**src/rtl/turf_udp_port_demux.sv**
```systemverilog
`default_nettype none
// +--------------------------------------------------------------------------+
// | turf_udp_port_demux : routes one UDP frame at a time to one of four      |
// |                       channels by destination port; unmatched are eaten. |
// | Rev 1.0                                                                  |
// +--------------------------------------------------------------------------+
module turf_udp_port_demux #(
  parameter logic [15:0] PORT0 = 16'd21603,
  parameter logic [15:0] PORT1 = 16'd21604,
  parameter logic [15:0] PORT2 = 16'd21605,
  parameter logic [15:0] PORT3 = 16'd21606
) (
  input  logic        clk,
  input  logic        rst,
  input  logic [63:0] s_udphdr_tdata,
  input  logic [15:0] s_udphdr_tdest,
  input  logic        s_udphdr_tvalid,
  output logic        s_udphdr_tready,
  input  logic [63:0] s_udpdata_tdata,
  input  logic [7:0]  s_udpdata_tkeep,
  input  logic        s_udpdata_tlast,
  input  logic        s_udpdata_tvalid,
  output logic        s_udpdata_tready,
  output logic [63:0] m_udphdr_tdata,
  output logic [3:0]  m_udphdr_tvalid,
  input  logic [3:0]  m_udphdr_tready,
  output logic [63:0] m_udpdata_tdata,
  output logic [7:0]  m_udpdata_tkeep,
  output logic        m_udpdata_tlast,
  output logic [3:0]  m_udpdata_tvalid,
  input  logic [3:0]  m_udpdata_tready,
  output logic [15:0] drop_count
);

  typedef enum logic [1:0] {
    IDLE = 2'd0,
    HDR  = 2'd1,
    DATA = 2'd2,
    DROP = 2'd3
  } state_t;

  state_t      state;
  logic [1:0]  sel;
  logic [63:0] hdr_q;
  logic [15:0] drop_cnt;

  logic        hit;
  logic [1:0]  hit_idx;
  logic        hdr_fire;
  logic        data_fire;
  logic [3:0]  sel_onehot;

  // Priority chain: the lowest-numbered port wins when parameters collide.
  always_comb begin
    hit     = 1'b1;
    hit_idx = 2'd0;
    if (s_udphdr_tdest == PORT0)      hit_idx = 2'd0;
    else if (s_udphdr_tdest == PORT1) hit_idx = 2'd1;
    else if (s_udphdr_tdest == PORT2) hit_idx = 2'd2;
    else if (s_udphdr_tdest == PORT3) hit_idx = 2'd3;
    else                              hit     = 1'b0;
  end

  assign hdr_fire   = s_udphdr_tvalid && s_udphdr_tready;
  assign data_fire  = s_udpdata_tvalid && s_udpdata_tready;
  assign sel_onehot = 4'b0001 << sel;

  always_ff @(posedge clk) begin
    if (rst) begin
      state    <= IDLE;
      sel      <= 2'd0;
      hdr_q    <= 64'd0;
      drop_cnt <= 16'd0;
    end else begin
      case (state)
        IDLE: begin
          if (hdr_fire) begin
            hdr_q <= s_udphdr_tdata;
            if (hit) begin
              sel   <= hit_idx;
              state <= HDR;
            end else begin
              state <= DROP;
            end
          end
        end
        HDR: begin
          if (m_udphdr_tready[sel]) state <= DATA;
        end
        DATA: begin
          if (data_fire && s_udpdata_tlast) state <= IDLE;
        end
        DROP: begin
          if (data_fire && s_udpdata_tlast) begin
            state <= IDLE;
            if (drop_cnt != 16'hFFFF) drop_cnt <= drop_cnt + 16'd1;
          end
        end
        default: state <= IDLE;
      endcase
    end
  end

  // Handshake outputs are held low throughout reset, whatever the state.
  always_comb begin
    s_udphdr_tready  = 1'b0;
    s_udpdata_tready = 1'b0;
    m_udphdr_tvalid  = 4'd0;
    m_udpdata_tvalid = 4'd0;
    if (!rst) begin
      case (state)
        IDLE: s_udphdr_tready = 1'b1;
        HDR:  m_udphdr_tvalid = sel_onehot;
        DATA: begin
          s_udpdata_tready = m_udpdata_tready[sel];
          m_udpdata_tvalid = s_udpdata_tvalid ? sel_onehot : 4'd0;
        end
        DROP: s_udpdata_tready = 1'b1;
        default: s_udphdr_tready = 1'b0;
      endcase
    end
  end

  assign m_udphdr_tdata  = hdr_q;
  assign m_udpdata_tdata = s_udpdata_tdata;
  assign m_udpdata_tkeep = s_udpdata_tkeep;
  assign m_udpdata_tlast = s_udpdata_tlast;
  assign drop_count      = drop_cnt;

endmodule
`default_nettype wire

```
**config.mk**
```make
export PLATFORM = sky130hd
export DESIGN_NAME = turf_udp_port_demux
export DESIGN_NICKNAME = d
export VERILOG_FILES = /design/src/rtl/turf_udp_port_demux.sv
export SDC_FILE = /design/constraint.sdc
export NUM_CORES = 1
export LEC_CHECK = 0
export CORE_AREA = 5 5 124 126
export DETAILED_ROUTE_END_ITERATION = 8
export DIE_AREA = 0 0 129 131
export GPL_ROUTABILITY_DRIVEN = 1
export PLACE_DENSITY = 0.68
export SETUP_SLACK_MARGIN = 0.05
export SYNTH_ARGS = -nofsm -noshare
export SYNTH_HDL_FRONTEND = slang
export SYNTH_SLANG_ARGS = --single-unit
```
**constraint.sdc**
```tcl
create_clock -name clk -period 2.2 [get_ports clk]
set_input_delay 0.33 -clock clk [delete_from_list [all_inputs] [get_ports clk]]
set_output_delay 0.33 -clock clk [all_outputs]
set_load 0.01 [all_outputs]
```
# Word level (Yosys, flattened, before mapping)
# Cells that the tools add are included.
# word_totals
word_cells	53
memories	0
mem_bits_ro	0
reg_bits	84
input_bits	165
mem_bits_rw	0
output_inout_bits	163
latch_bits	0
# op_classes
div_mod_pow	0
n_reduce_logical	9
addsub	1
mux	26
multipliers	0
eq_ne	11
magnitude_cmp	1
bitwise	0
shift	1
# ops
operator	n
equality test 16 x 15 -> 1 bit, second input constant	4
2-to-1 mux 4 bit	5
adder 16 x 1 -> 16 bit, second input constant	1
2-to-1 mux 2 bit	8
inequality test 16 bit, second input constant	1
2-to-1 mux 1 bit	9
AND reduction 3 bit	3
case mux 2 bit (3 select lines)	1
binary-select mux 1 bit (select 2 bit)	2
equality test 2 bit, second input constant	2
inequality test 2 bit, second input constant	2
left shift 1 x 2 -> 4 bit, first input constant	1
logical AND 1 bit	3
< comparator 2 x 3 -> 1 bit, second input constant	1
equality test 2 x 1 -> 1 bit, second input constant	1
logical NOT 2 bit	1
inequality test 2 x 1 -> 1 bit, second input constant	1
case mux 1 bit (2 select lines)	1
AND reduction 2 bit	1
OR reduction 2 bit	1

# Depth between registers and ports, before layout
# Gate-level depths: netlist of run 1.
# logic_depth
word_depth	8
depth_mapped	8
depth_no_buf	5

# Worst setup path before layout of run 1
# Ideal clock, no wire load.
# synth_timing
kind	in2reg
start	input rst
end	register drop_cnt[13], in the netlist drop_count[13]
t_arrival_ps	1889
path_stages	6
path_slack_ps	241
n_path_buf	2
setup_ps	70
required_ps	2130
path_cell_list	buf_6 -> nand4b_4 -> or4_4 -> buf_6 -> or4_1 -> a21oi_1
# synth_between
elab_chain_len	4
# synth_rtl
item	line	source
start: declaration	14	input logic rst,
2-to-1 mux 1 bit	110	if (!rst) begin
logical AND 1 bit	65	assign data_fire = s_udpdata_tvalid && s_udpdata_tready;
logical AND 1 bit	94	if (data_fire && s_udpdata_tlast) begin
AND reduction 3 bit (no source line)	--	
end signal: assignment	96	if (drop_cnt != 16'hFFFF) drop_cnt <= drop_cnt + 16'd1;
end: declaration	45	logic [15:0] drop_cnt;
# Parallel ways exist; a longest one is shown, timed or not.
# A chain may end at the register's enable or synchronous reset.

# Worst setup path after layout of run 1
# layout_timing
start	input s_udpdata_tlast
end	register drop_cnt[11], in the netlist drop_count[11]
# layout_between
elab_chain_len	2
# layout_rtl
item	line	source
start: declaration	21	input logic s_udpdata_tlast,
logical AND 1 bit	94	
AND reduction 3 bit (no source line)	--	
# Every way passes these cells.

==> flow_summary.ini, run 1 <==
[layout]
syn_to_final_growth_pct = 48.09
drive_gt1_share_pct = 8.585
fin_util_pct = 41.91
finalNetCount = 790
fin_area_um2 = 5953
n_antenna_cell = 0

[cts]
clkSinkCount = 84
ctsLongestPathBuffers = 2
clkLatencyLatePin_ns = 0.33
htreeDepth = 3
clk_pin_slew_ns = 0.07
cts_resized = 11
cts_buffers = 9
cts_tree = done
cts_root_buf = clkbuf_16
hold_buffers = 0
post_cts_buffers = 0

[hold_path]
hold_path.class = reg -> reg

[timing]
tightest_slew_ns = 0.4659
hold_viol_final = 0
max_freq_ghz = 0.4955
finalCritPeriodShare_pct = 91.73
skew_ns = 0.009042
rsz0062_at_grt = false
slew_violations = 0
setup_ws_ns = 0.1818
finalCriticalPeriod_ns = 2.018
relSlewSlack_pct = 68.65
setup_viol = 0

[power]
p_leak_nw = 2.208
power.density_nw_per_um2 = 686.3
ir_drop_uv = 362.5

[place]
dp_slack_ns = -0.2167
gp_congestion = 0.8410
placedInstanceArea_um2 = 5659
dp_hpwl_um = 9290
portBuffers = 183

[yosys]
synthTopCellsByCount = 143 x nand2_1, 84 x dfxtp_1, 73 x buf_4
syn_area_per_cell_um2 = 7.914
synthArstFlopShare_pct = 0
yosys_most_used_dff = dfxtp_1
synth_warnings = 0
synthCells = 508
synth-seq-cells = 84
yosys.area.top_type = dfxtp_1
synthTopCellsByArea = dfxtp_1 42%, buf_4 14%, nand2_1 13%
ys_types = 51
synth_nets = 674
synth_edf_count = 0
synth.yosys.seq_area_share_pct = 41.83
synth.most_common_cell = nand2_1
netlist_area_um2 = 4020
yosysTopAreaCellShare_pct = 41.83

[setup_path]
cp_cell_sequence = clkdlybuf4s50_1, nand4b_4, or4_4, buf_4, o311ai_0, o31ai_1
end_kind = flop
cp.arrival_ns = 2.22
startpoint_type = input port
critPathBufInv = 2
crit_required_ns = 2.41
cpLargestDelayFamily = buffers and inverters
slowest_delay_ns = 0.57
path_class = in -> reg
cp_slowest_cell = or4_4
path_max_fanout = 7

[floorplan]
initial_core_util_pct = 28.30
coreArea_um2 = 14200
rows = 44
die_h_um = 131
dieArea_um2 = 16900
num_io_pins = 328
die_x_um = 129

[status]
status = finished clean

[grt]
grt.total_usage_pct = 13.26
grt.overflow.total = 0
grt_pass1_wl_um = 17930
antenna_found_initial = 0
grt_pass1_vias = 3636
grt_max_degree = 38

[routing]
remaining_drc_errors = 0
viasPerCell = 4.681
drtIter0Drc = 169
drtPass1Iterations = 4
vias = 3806
routedWlPerCell_um = 14.41
finalWirelength_um = 11710
ant_nets = 0

[flow_run]
cap_violations = 0
[state kept, by name, summed over array words and instances (netlist names)]
signal,cells
m_udphdr_tdata,64
drop_count,16
sel,2
state,2
[routing by layer]
metal | vias to the layer above | share of wire (%) | global-route usage (%) | routed length [um]
met5 | - | 0 | 0 | 0
met4 | 0 | 5.1 | 8.647 | 599
met3 | 54 | 8.8 | 4.512 | 1028
met2 | 145 | 47 | 21.52 | 5494
met1 | 1729 | 39 | 14.84 | 4589
li1 | 1878 | - | - | -
[where the power goes]
part	switching (W)	total [W]	internal (W)
clock	0.000636	0.00153	0.000897
combinational	0.000331	0.000818	0.000487
sequential	0.0000733	0.00173	0.00166
[worst reg2reg max path, stage by stage (launching register included)]
cell	delay [ns]
dfxtp_1	0.41
nand3_1	0.19
or4_4	0.56
buf_4	0.17
o311ai_0	0.36
o31ai_1	0.13
[cells in the final DEF, fill, tap and decap left out, types with 4 or more instances in the layout]
master           count
dlygate4sd2_1       10
nand2_1            143
nor3_1               5
a21oi_1              6
dfxtp_1             83
buf_4               21
buf_12               5
inv_1                5
o311ai_0             4
clkbuf_16            9
and3_1               7
o21ai_0             66
o211ai_1             6
nand3_1             10
nor2_1              13
clkdlybuf4s50_1    173
nand4_1              7
and4_1               4
[logic make-up (layout without fill, tap and decap cells)]
kind of cell | count (synthesis) | after routing | share of synthesized area [%]
adder cells (fa/ha/maj) | 1 | 1 | 0.3112
buffers and inverters | 110 | 231 | 17.55
AND/OR/NAND/NOR | 207 | 207 | 23.37
XOR/XNOR | 1 | 1 | 0.2179
multiplexers | 6 | 6 | 2.179
flip-flops | 84 | 84 | 41.83
AO/OA/AOI/OAI | 99 | 99 | 14.54
[stage by stage]
step           TNS (ns)  total power (W)  hold slack (ns)  instances
3_5_place_dp    -0.6589         0.002603           0.4504        797
2_1_floorplan         0         0.002174           0.4386        508
5_1_grt               0         0.004296           0.4816        813
4_1_cts               0         0.004162           0.4615        813
6_report              0         0.004085           0.4559        813
3_3_place_gp    -0.3495         0.002586           0.4430        797
[cell type report]
type / instances / area (um^2)
flip-flops and latches: 84 / 1683
repair buffers: 209 / 2077
well taps: 184 / 230.2
inverters: 6 / 22.52
clock inverters: 7 / 80.08
multi-input cells: 314 / 1635
clock buffers: 9 / 225.2
fillers: 1361 / 8250
[path summary, 6_finish.rpt]
| check | startpoint | end | slack [ns] | depth (start not counted) |
|---|---|---|---|---|
| max | s_udpdata_tlast | drop_count[11]$_SDFFE_PP0P_ | 0.18 | 6 |
| min | m_udphdr_tdata[15]$_SDFFE_PP0P_ | m_udphdr_tdata[15]$_SDFFE_PP0P_ | 0.46 | 2 |
| max reg2reg | drop_count[3]$_SDFFE_PP0P_ | drop_count[11]$_SDFFE_PP0P_ | 0.25 | 5 |
| min reg2reg | m_udphdr_tdata[15]$_SDFFE_PP0P_ | m_udphdr_tdata[15]$_SDFFE_PP0P_ | 0.46 | 2 |
(Power assumes the default switching activity.)
==> run 2: changes to the inputs <==
--- a/config.mk
+++ b/config.mk
@@ -5,12 +5,14 @@
 export SDC_FILE = /design/constraint.sdc
 export NUM_CORES = 1
 export LEC_CHECK = 0
+export ABC_CLOCK_PERIOD_IN_PS = 2200
 export CORE_AREA = 5 5 124 126
 export DETAILED_ROUTE_END_ITERATION = 8
 export DIE_AREA = 0 0 129 131
 export GPL_ROUTABILITY_DRIVEN = 1
 export PLACE_DENSITY = 0.68
 export SETUP_SLACK_MARGIN = 0.05
+export SKIP_LAST_GASP = 1
 export SYNTH_ARGS = -nofsm -noshare
 export SYNTH_HDL_FRONTEND = slang
 export SYNTH_SLANG_ARGS = --single-unit
==> results of run 2 <==
Same layout as run 1: the final DEF is identical, and so are final timing and power.
